**src/rtl/card_shuffler.sv**
```systemverilog
// Builds a shuffled memory-card layout: N_CARDS/2 colour pairs, Fisher-Yates shuffled with a Galois LFSR.
// Optional macro SHUFFLE_FIXED_SEED_EN: LFSR advances only while shuffling, so the layout after reset is deterministic.
module card_shuffler #(
    parameter int          N_CARDS   = 16,
    parameter int          IDX_W     = 4,
    parameter int          COLOR_W   = 3,
    parameter logic [15:0] LFSR_SEED = 16'hACE1
) (
    input  logic                         clk,
    input  logic                         rst,
    input  logic                         compute_colors_en,
    output logic                         compute_done,
    output logic [N_CARDS*COLOR_W-1:0]   cards_colors,
    output logic                         shuffle_busy
);

    localparam logic [1:0] ST_IDLE    = 2'd0;
    localparam logic [1:0] ST_INIT    = 2'd1;
    localparam logic [1:0] ST_SHUFFLE = 2'd2;
    localparam logic [1:0] ST_DONE    = 2'd3;

    // An all-zero LFSR would lock up, so a zero seed is replaced by 1.
    localparam logic [15:0]      SEED_EFF  = (LFSR_SEED == 16'h0000) ? 16'h0001 : LFSR_SEED;
    localparam logic [15:0]      LFSR_TAPS = 16'hB400;
    localparam logic [IDX_W-1:0] IDX_LAST  = IDX_W'(N_CARDS - 1);
    localparam logic [IDX_W-1:0] IDX_ONE   = IDX_W'(1);

    function automatic logic [15:0] lfsr_next(input logic [15:0] v);
        logic [15:0] fb;
        fb = v[0] ? LFSR_TAPS : 16'h0000;
        return (v >> 1) ^ fb;
    endfunction

    // Smear every bit below the MSB to get the smallest 2^k-1 covering v.
    function automatic logic [IDX_W-1:0] span_mask(input logic [IDX_W-1:0] v);
        logic [IDX_W-1:0] m;
        m = v;
        for (int b = 1; b < IDX_W; b++) begin
            m = m | (v >> b);
        end
        return m;
    endfunction

    logic [1:0]                 state_r;
    logic [IDX_W-1:0]           idx_r;
    logic [N_CARDS*COLOR_W-1:0] cards_r;
    logic [15:0]                lfsr_r;
    logic                       done_r;
    logic                       busy_r;

    logic [IDX_W-1:0]           cand_s;
    logic                       accept_s;
    logic [COLOR_W-1:0]         card_i_s;
    logic [COLOR_W-1:0]         card_j_s;
    logic                       lfsr_step_s;

    // Candidate partner for the current card and the two colours to swap.
    always_comb begin
        cand_s   = lfsr_r[IDX_W-1:0] & span_mask(idx_r);
        accept_s = (cand_s <= idx_r);
        card_i_s = cards_r[idx_r*COLOR_W +: COLOR_W];
        card_j_s = cards_r[cand_s*COLOR_W +: COLOR_W];
    end

    // LFSR advance enable: free-running by default, shuffle-only for reproducible layouts.
    always_comb begin
`ifdef SHUFFLE_FIXED_SEED_EN
        if (state_r == ST_SHUFFLE) begin
            lfsr_step_s = 1'b1;
        end else begin
            lfsr_step_s = 1'b0;
        end
`else
        lfsr_step_s = 1'b1;
`endif
    end

    // Request FSM, card storage and LFSR.
    always_ff @(posedge clk) begin
        if (rst) begin
            state_r <= ST_IDLE;
            idx_r   <= '0;
            cards_r <= '0;
            lfsr_r  <= SEED_EFF;
            done_r  <= 1'b0;
            busy_r  <= 1'b0;
        end else begin
            if (lfsr_step_s) begin
                lfsr_r <= lfsr_next(lfsr_r);
            end
            case (state_r)
                ST_IDLE: begin
                    if (compute_colors_en) begin
                        state_r <= ST_INIT;
                        idx_r   <= '0;
                        busy_r  <= 1'b1;
                    end
                end
                ST_INIT: begin
                    if (!compute_colors_en) begin
                        state_r <= ST_IDLE;
                        busy_r  <= 1'b0;
                    end else begin
                        cards_r[idx_r*COLOR_W +: COLOR_W] <= COLOR_W'(idx_r >> 1);
                        if (idx_r == IDX_LAST) begin
                            state_r <= ST_SHUFFLE;
                        end else begin
                            idx_r <= idx_r + IDX_ONE;
                        end
                    end
                end
                ST_SHUFFLE: begin
                    if (!compute_colors_en) begin
                        state_r <= ST_IDLE;
                        busy_r  <= 1'b0;
                    end else if (accept_s) begin
                        // When cand_s == idx_r both writes carry the same colour.
                        cards_r[idx_r*COLOR_W +: COLOR_W]  <= card_j_s;
                        cards_r[cand_s*COLOR_W +: COLOR_W] <= card_i_s;
                        if (idx_r == IDX_ONE) begin
                            state_r <= ST_DONE;
                            done_r  <= 1'b1;
                            busy_r  <= 1'b0;
                        end else begin
                            idx_r <= idx_r - IDX_ONE;
                        end
                    end
                end
                ST_DONE: begin
                    if (!compute_colors_en) begin
                        state_r <= ST_IDLE;
                        done_r  <= 1'b0;
                    end
                end
                default: begin
                    state_r <= ST_IDLE;
                    done_r  <= 1'b0;
                    busy_r  <= 1'b0;
                end
            endcase
        end
    end

    assign compute_done = done_r;
    assign cards_colors = cards_r;
    assign shuffle_busy = busy_r;

endmodule

```
**config.mk**
```make
export PLATFORM = sky130hd
export DESIGN_NAME = card_shuffler
export DESIGN_NICKNAME = d
export VERILOG_FILES = /design/src/rtl/card_shuffler.sv
export SDC_FILE = /design/constraint.sdc
export NUM_CORES = 1
export LEC_CHECK = 0
export ABC_AREA = 0
export BUFFER_PORTS_ARGS = -buffer_cell sky130_fd_sc_hd__buf_2
export CAP_MARGIN = 40
export CORE_ASPECT_RATIO = 1.2
export CORE_UTILIZATION = 45
export CTS_BUF_LIST = sky130_fd_sc_hd__clkbuf_4 sky130_fd_sc_hd__clkbuf_8 sky130_fd_sc_hd__clkbuf_16
export DETAILED_ROUTE_END_ITERATION = 6
export PLACE_DENSITY = 0.67
export SYNTH_ARGS = -nofsm -noshare
export SYNTH_HDL_FRONTEND = slang
export SYNTH_SLANG_ARGS = --single-unit
export TNS_END_PERCENT = 30
```
**constraint.sdc**
```tcl
create_clock -name clk -period 5.6 [get_ports clk]
set_clock_uncertainty 0.2 [all_clocks]
set_input_delay 0.56 -clock clk [delete_from_list [all_inputs] [get_ports clk]]
set_output_delay 0.56 -clock clk [all_outputs]
set_load 0.05 [all_outputs]
```
## Word level (Yosys, flattened, before mapping)

Index checks and enable logic that the tools add are counted.

| storage, ports and cells | value |
|---|---|
| memories kept | 0 |
| output and inout port bits | 50 |
| bits in writable memories | 0 |
| bits of input ports | 3 |
| memory bits (read-only) | 0 |
| latch bits | 0 |
| register bits after elaboration | 72 |

| cells by class | value |
|---|---|
| multipliers | 2 |
| bitwise logic cells | 5 |
| reductions and logical operators | 9 |
| mux-type cells | 33 |
| shifts and indexed selects | 7 |
| equal/unequal tests | 17 |
| add/sub/neg operators | 4 |
| divide/modulo/power cells | 0 |
| $lt $le $gt $ge | 1 |

Operators with widths:

| kind | count |
|---|---|
| bitwise mux 48 bit | 3 |
| 2-to-1 mux 48 bit | 3 |
| indexed part select 3 x 34 -> 48 bit | 3 |
| case mux 48 bit (2 select lines) | 1 |
| variable shift 3 x 34 -> 48 bit (first input constant) | 2 |
| indexed part select 48 x 7 -> 3 bit | 2 |
| negation 6 -> 34 bit | 2 |
| 2-to-1 mux 4 bit | 6 |
| != test 2 bit (second input constant) | 9 |
| 2-to-1 mux 16 bit | 1 |
| bitwise XOR 15 x 16 -> 16 bit | 1 |
| AND reduction 5 bit | 3 |
| 2-to-1 mux 2 bit | 7 |
| multiplier 4 x 2 -> 6 bit (second input constant) | 2 |
| case mux 4 bit (3 select lines) | 1 |
| != test 3 bit (second input constant) | 3 |
| 2-to-1 mux 1 bit | 8 |
| case mux 2 bit (4 select lines) | 1 |
| AND reduction 7 bit | 1 |
| adder 4 x 1 -> 4 bit (second input constant) | 1 |
| bitwise AND 4 bit | 1 |
| == test 2 bit (second input constant) | 2 |
| == test 4 x 1 -> 1 bit (second input constant) | 1 |
| == test 4 bit (second input constant) | 1 |
| 12 further kinds | 13 |

## Depth between registers and ports, before layout

| logic depth | value |
|---|---|
| word-level depth | 12 |
| mapped depth | 19 |

## Worst setup path after synthesis

No wires, ideal clock.

| timing path | value |
|---|---|
| path type | register to register |
| start point | reg idx_r[0] |
| end point | reg cards_r[43], in the netlist cards_colors[43] |
| path buffers | 5 |
| clock period less this slack | 4,005 ps |
| arrival | 3,672 ps |
| stages on the path, launching flop included | 17 |
| path slack | 1,595 ps |
| cells stage by stage | dfxtp_1 -> buf_2 -> buf_2 -> inv_1 -> ha_1 -> ha_1 -> nand2b_1 -> and2_1 -> buf_6 -> buf_4 -> ha_1 -> clkbuf_1 -> nor4_1 -> nor2_1 -> or3_1 -> a221oi_1 -> nor3_1 |

| between the ends | value |
|---|---|
| word-level cells in the longest chain between the ends | 12 |
| elaborated cells on any way between the ends | 25 |
| classes of those cells | add/sub (2); mul (2); order compare (1); eq/ne (1); shift (7); mux (7); bitwise (4); reduce/logical (1) |

Ends and longest elaborated chain:

| item | RTL line | source |
|---|---|---|
| from (decl) | 45 | `logic [IDX_W-1:0] idx_r;` |
| from (signal assigned) | 108 | `idx_r <= idx_r + IDX_ONE;` |
| from (signal assigned) | 125 | `idx_r <= idx_r - IDX_ONE;` |
| OR 4 x 3 -> 4 bit | 39 | `m = m \| (v >> b);` |
| OR 4 x 2 -> 4 bit | 39 |  |
| OR 4 x 1 -> 4 bit | 39 |  |
| bitwise AND 4 bit | 59 | `cand_s = lfsr_r[IDX_W-1:0] & span_mask(idx_r);` |
| multiplier 4 x 2 -> 6 bit | 62, 119 |  |
| indexed part select 48 x 7 -> 3 bit | 62 | `card_j_s = cards_r[cand_s*COLOR_W +: COLOR_W];` |
| indexed part select 3 x 34 -> 48 bit | 118 | `cards_r[idx_r*COLOR_W +: COLOR_W] <= card_j_s;` |
| bitwise mux 48 bit | 118 |  |
| bitwise mux 48 bit | 119 | `cards_r[cand_s*COLOR_W +: COLOR_W] <= card_i_s;` |
| 2-to-1 mux 48 bit | 116 | `end else if (accept_s) begin` |
| 2-to-1 mux 48 bit | 113 | `if (!compute_colors_en) begin` |
| case mux 48 bit (2 select lines) | 91 | `case (state_r)` |
| to (signal, indexed assignment) | 104 | `cards_r[idx_r*COLOR_W +: COLOR_W] <= COLOR_W'(idx_r >> 1);` |
| to (signal, indexed assignment) | 118 |  |
| to (signal, indexed assignment) | 119 |  |
| to (decl) | 46 | `logic [N_CARDS*COLOR_W-1:0] cards_r;` |

Parallel ways exist; a longest one is shown, timed or not. The select of a mux whose other input is x is not followed.
A chain may end at the register's enable or synchronous reset.

## Worst setup path in the final report

| timing path | value |
|---|---|
| start point | reg idx_r[2] |
| end point | reg cards_r[8], in the netlist cards_colors[8] |

Same word-level chain as after synthesis.

==> results.toml <==
[clocking]
clk_latency_ns = 0.35
clock-sinks = 72
hold_buffers = 0
cts_tree = "yes"
cts_resized = 0
cts_root_buf = "clkbuf_16"
htreeDepth = 3
clkTransAtPathRegs_ns = 0.06
clockBufferDepth = 2
cts_buffers = 9
cts_setup_buffers = 0

[synth]
synth-edff-count = 0
synthArstFlopShare_pct = 0
netlist_instances = 681
synth_seq_cells = 72
syn_avg_cell_area_sq_um = 8.073
yosys_warnings = 0
synth_nets = 704
ys_types = 73
syn_area_sq_mm = 0.005498
seq_area_frac_synth_pct = 26.22
synth-main-ff-cell = "dfxtp_1"

[pwr]
leakage_nw = 2.072
p_sw_mw = 0.3814
power.internal_mw = 0.9249
vdd_drop_max_v = 0.0001529
p_seq_share_pct = 40.8
swShare_pct = 29.20
p_comb_share_pct = 12.6
power.density_mw_per_mm2 = 212.5
clkPwrFrac_pct = 46.5
p_total_mw = 1.306

[die]
fp-row-count = 43
die_x_um = 102.9
dieArea_sq_mm = 0.01266
die_y_um = 123.1
io_pins = 53
core_sq_mm = 0.01173
start_util_pct = 46.87

[layout]
nets = 735
areaGrowthSynthToFinish_pct = 11.83
num-fill-cells = 1193
layout-drive-gt1-share_pct = 19.39
stdcell_count = 874
final_util_pct = 52.42
diodes = 0

[placement]
gp_congestion = 1.045
placedCellCount = 858
dp_hpwl_um = 15480
io_buffers = 52

[hold_path]
hold_path_startpoint = "lfsr_r[7]"
whs_path_depth = 1
hold_path.class = "flop to flop"
min_to = "lfsr_r[6]"

[setup_path]
path_depth = 12
path_cells = "inv_1 -> ha_1 -> nand2b_1 -> and2_1 -> buf_4 -> ha_1 -> inv_1 -> nand2_1 -> or3_1 -> a21oi_1 -> nor2_1 -> a211oi_1"
critPathBufInv = 3
path_class = "flop to flop"
r2r_start = "idx_r[2]"
rr_worst_depth = 12
slowest_delay_ns = 0.55
start_kind = "flop"
worstPathRequired_ns = 5.65
r2r_slack_ns = 1.53
path_max_fanout = 20
critPathSlowestCell = "dfxtp_1"
reg2reg_to = "cards_colors[8]"
arrival_ns = 4.12
crit_path_end_kind = "flop"
path_delay_family = "simple AND/OR/NAND/NOR gates"

[grt]
antenna_found_initial = 0
track_usage_pct = 34.76
grt_max_degree = 74
grt_overflow = 0
grt_pass1_vias = 5705
grt_pass1_wl_um = 32510

[timing]
rsz0062_at_grt = "false"
whs_ns = 0.2136
fmax_mhz = 245.7
report.final.setup_viol = 0
tightest_slew_ns = 0.9596
hold_viol_final = 0
layout_min_cycle_time_ns = 4.070
slew_viol_final = 0
final.setup.tns_ns = 0
fin_crit_sh_pct = 72.67
slew_headroom_pct = 35.71

[run_status]
status = "finished, violations left"
violations = "design-rule violations"

[detailed_routing]
drc_errors = 7
via_count = 5959
drt_iter0_drc = 598
wl_met1_um = 8215
dr_wl_met2_um = 9396
viasPerCell = 6.818
wl_per_cell_um = 24.03
top_layer = "met4"
dr.pass1.iters = 7
dr_wl_met3_um = 2036
wl_um = 21000
ant_nets = 0

[flow_run]
cap_violations = 0
## cell families after synthesis
group           synth area share [%]
simple gates                   24.90
mux                            10.36
flops                          26.22
buf+inv                        5.257
fa+ha+maj                      4.552
compound gates                 26.97
xor+xnor                       1.753
## power by group through the flow
stage | clock network (mW) | logic (mW) | registers (mW)
final | 0.608 | 0.165 | 0.534
after global routing | 0.635 | 0.177 | 0.535
after CTS | 0.614 | 0.161 | 0.534
after detailed placement | 0 | 0.160 | 0.545
after global placement | 0 | 0.156 | 0.545
after floorplan | 0 | 0.114 | 0.546
## worst max-delay path by stage
stage / startpoint / end / slack [ns]
6_report: idx_r[2] / cards_colors[8] / 1.53
5_1_grt: idx_r[2] / cards_colors[6] / 1.31
4_1_cts: idx_r[2] / cards_colors[8] / 1.62
3_5_place_dp: idx_r[2] / cards_colors[8] / 1.64
3_3_place_gp: idx_r[1] / cards_colors[6] / 1.77
2_1_floorplan: idx_r[0] / cards_colors[43] / 1.59
## stage by stage
stage | cell area, sq um | worst slack [ns]
final | 6148 | 1.530
after global routing | 6148 | 1.310
after CTS | 6148 | 1.621
after detailed placement | 5842 | 1.640
after global placement | 5814 | 1.767
after floorplan | 5498 | 1.595
## cell usage in the layout, fill, tap and decap left out, drive strengths merged, types with 11 or more instances in the layout
cell and count:
nand4 11, nor2b 20, buf 66, o22ai 17
dfxtp 72, inv 17, o21ai 13, o32ai 13
nand2 65, nor3 26, ha 20, a211oi 49
nand3 33, a21oi 61, mux4 19, nor2 82
## registers in the layout, indices dropped and copies added (netlist names)
register / flops
cards_colors: 48
compute_done: 1
state_r: 2
lfsr_r: 16
shuffle_busy: 1
idx_r: 4
## synthesized netlist by cell type (all sizes together), types with 2 or more instances
library cell,n,area share (%)
nor2,82,5.6
dfxtp,72,26
nand2,65,4.4
a21oi,61,6.2
a211oi,49,7.1
nand3,33,3.4
clkbuf,26,1.8
nor3,26,2.4
buf,20,2.3
ha,20,4.6
nor2b,20,2.3
mux4,19,7.9
o22ai,17,1.9
inv,16,1.1
o21ai,13,1.2
o32ai,13,2.1
nand4,11,1.4
and2,10,1.1
mux2i,10,1.8
or2,8,0.91
xnor2,8,1.8
a311oi,6,1.1
a2111oi,5,0.91
a31oi,5,0.57
and3,5,0.57
nand2b,5,0.57
nor4,5,0.57
or3,5,0.57
a221oi,4,0.64
a22o,4,0.64
a22oi,3,0.41
mux2,3,0.61
o21a,3,0.41
o221ai,3,0.48
a211o,2,0.32
nor3b,2,0.27
o21bai,2,0.27
o221a,2,0.41
o22a,2,0.32
o31ai,2,0.52
## routing by layer
layer | up-vias | GRT usage (%)
met5 | - | 0
li1 | 2640 | -
met4 | 0 | 21.48
met2 | 391 | 53.37
met1 | 2825 | 44.35
met3 | 103 | 7.292
## worst register-to-register path: stages, from the launching register on
cell,delay (ns)
dfxtp_1,0.55
inv_1,0.24
ha_1,0.27
nand2b_1,0.08
and2_1,0.15
buf_4,0.32
ha_1,0.50
inv_1,0.30
nand2_1,0.15
or3_1,0.48
a21oi_1,0.41
nor2_1,0.08
a211oi_1,0.25
## cell type report
cell class                      count  area, sq um  share of cell area [%]
Sequential cell                    72         1441                   23.44
Clock buffer                        9        225.2                   3.663
Timing Repair Buffer               66        370.4                   6.024
Inverter                           17        66.31                   1.079
Multi-Input combinational cell    546         3767                   61.27
Tap cell                          157        196.4                   3.195
Clock inverter                      7        81.33                   1.323
(Power assumes the default switching activity.)
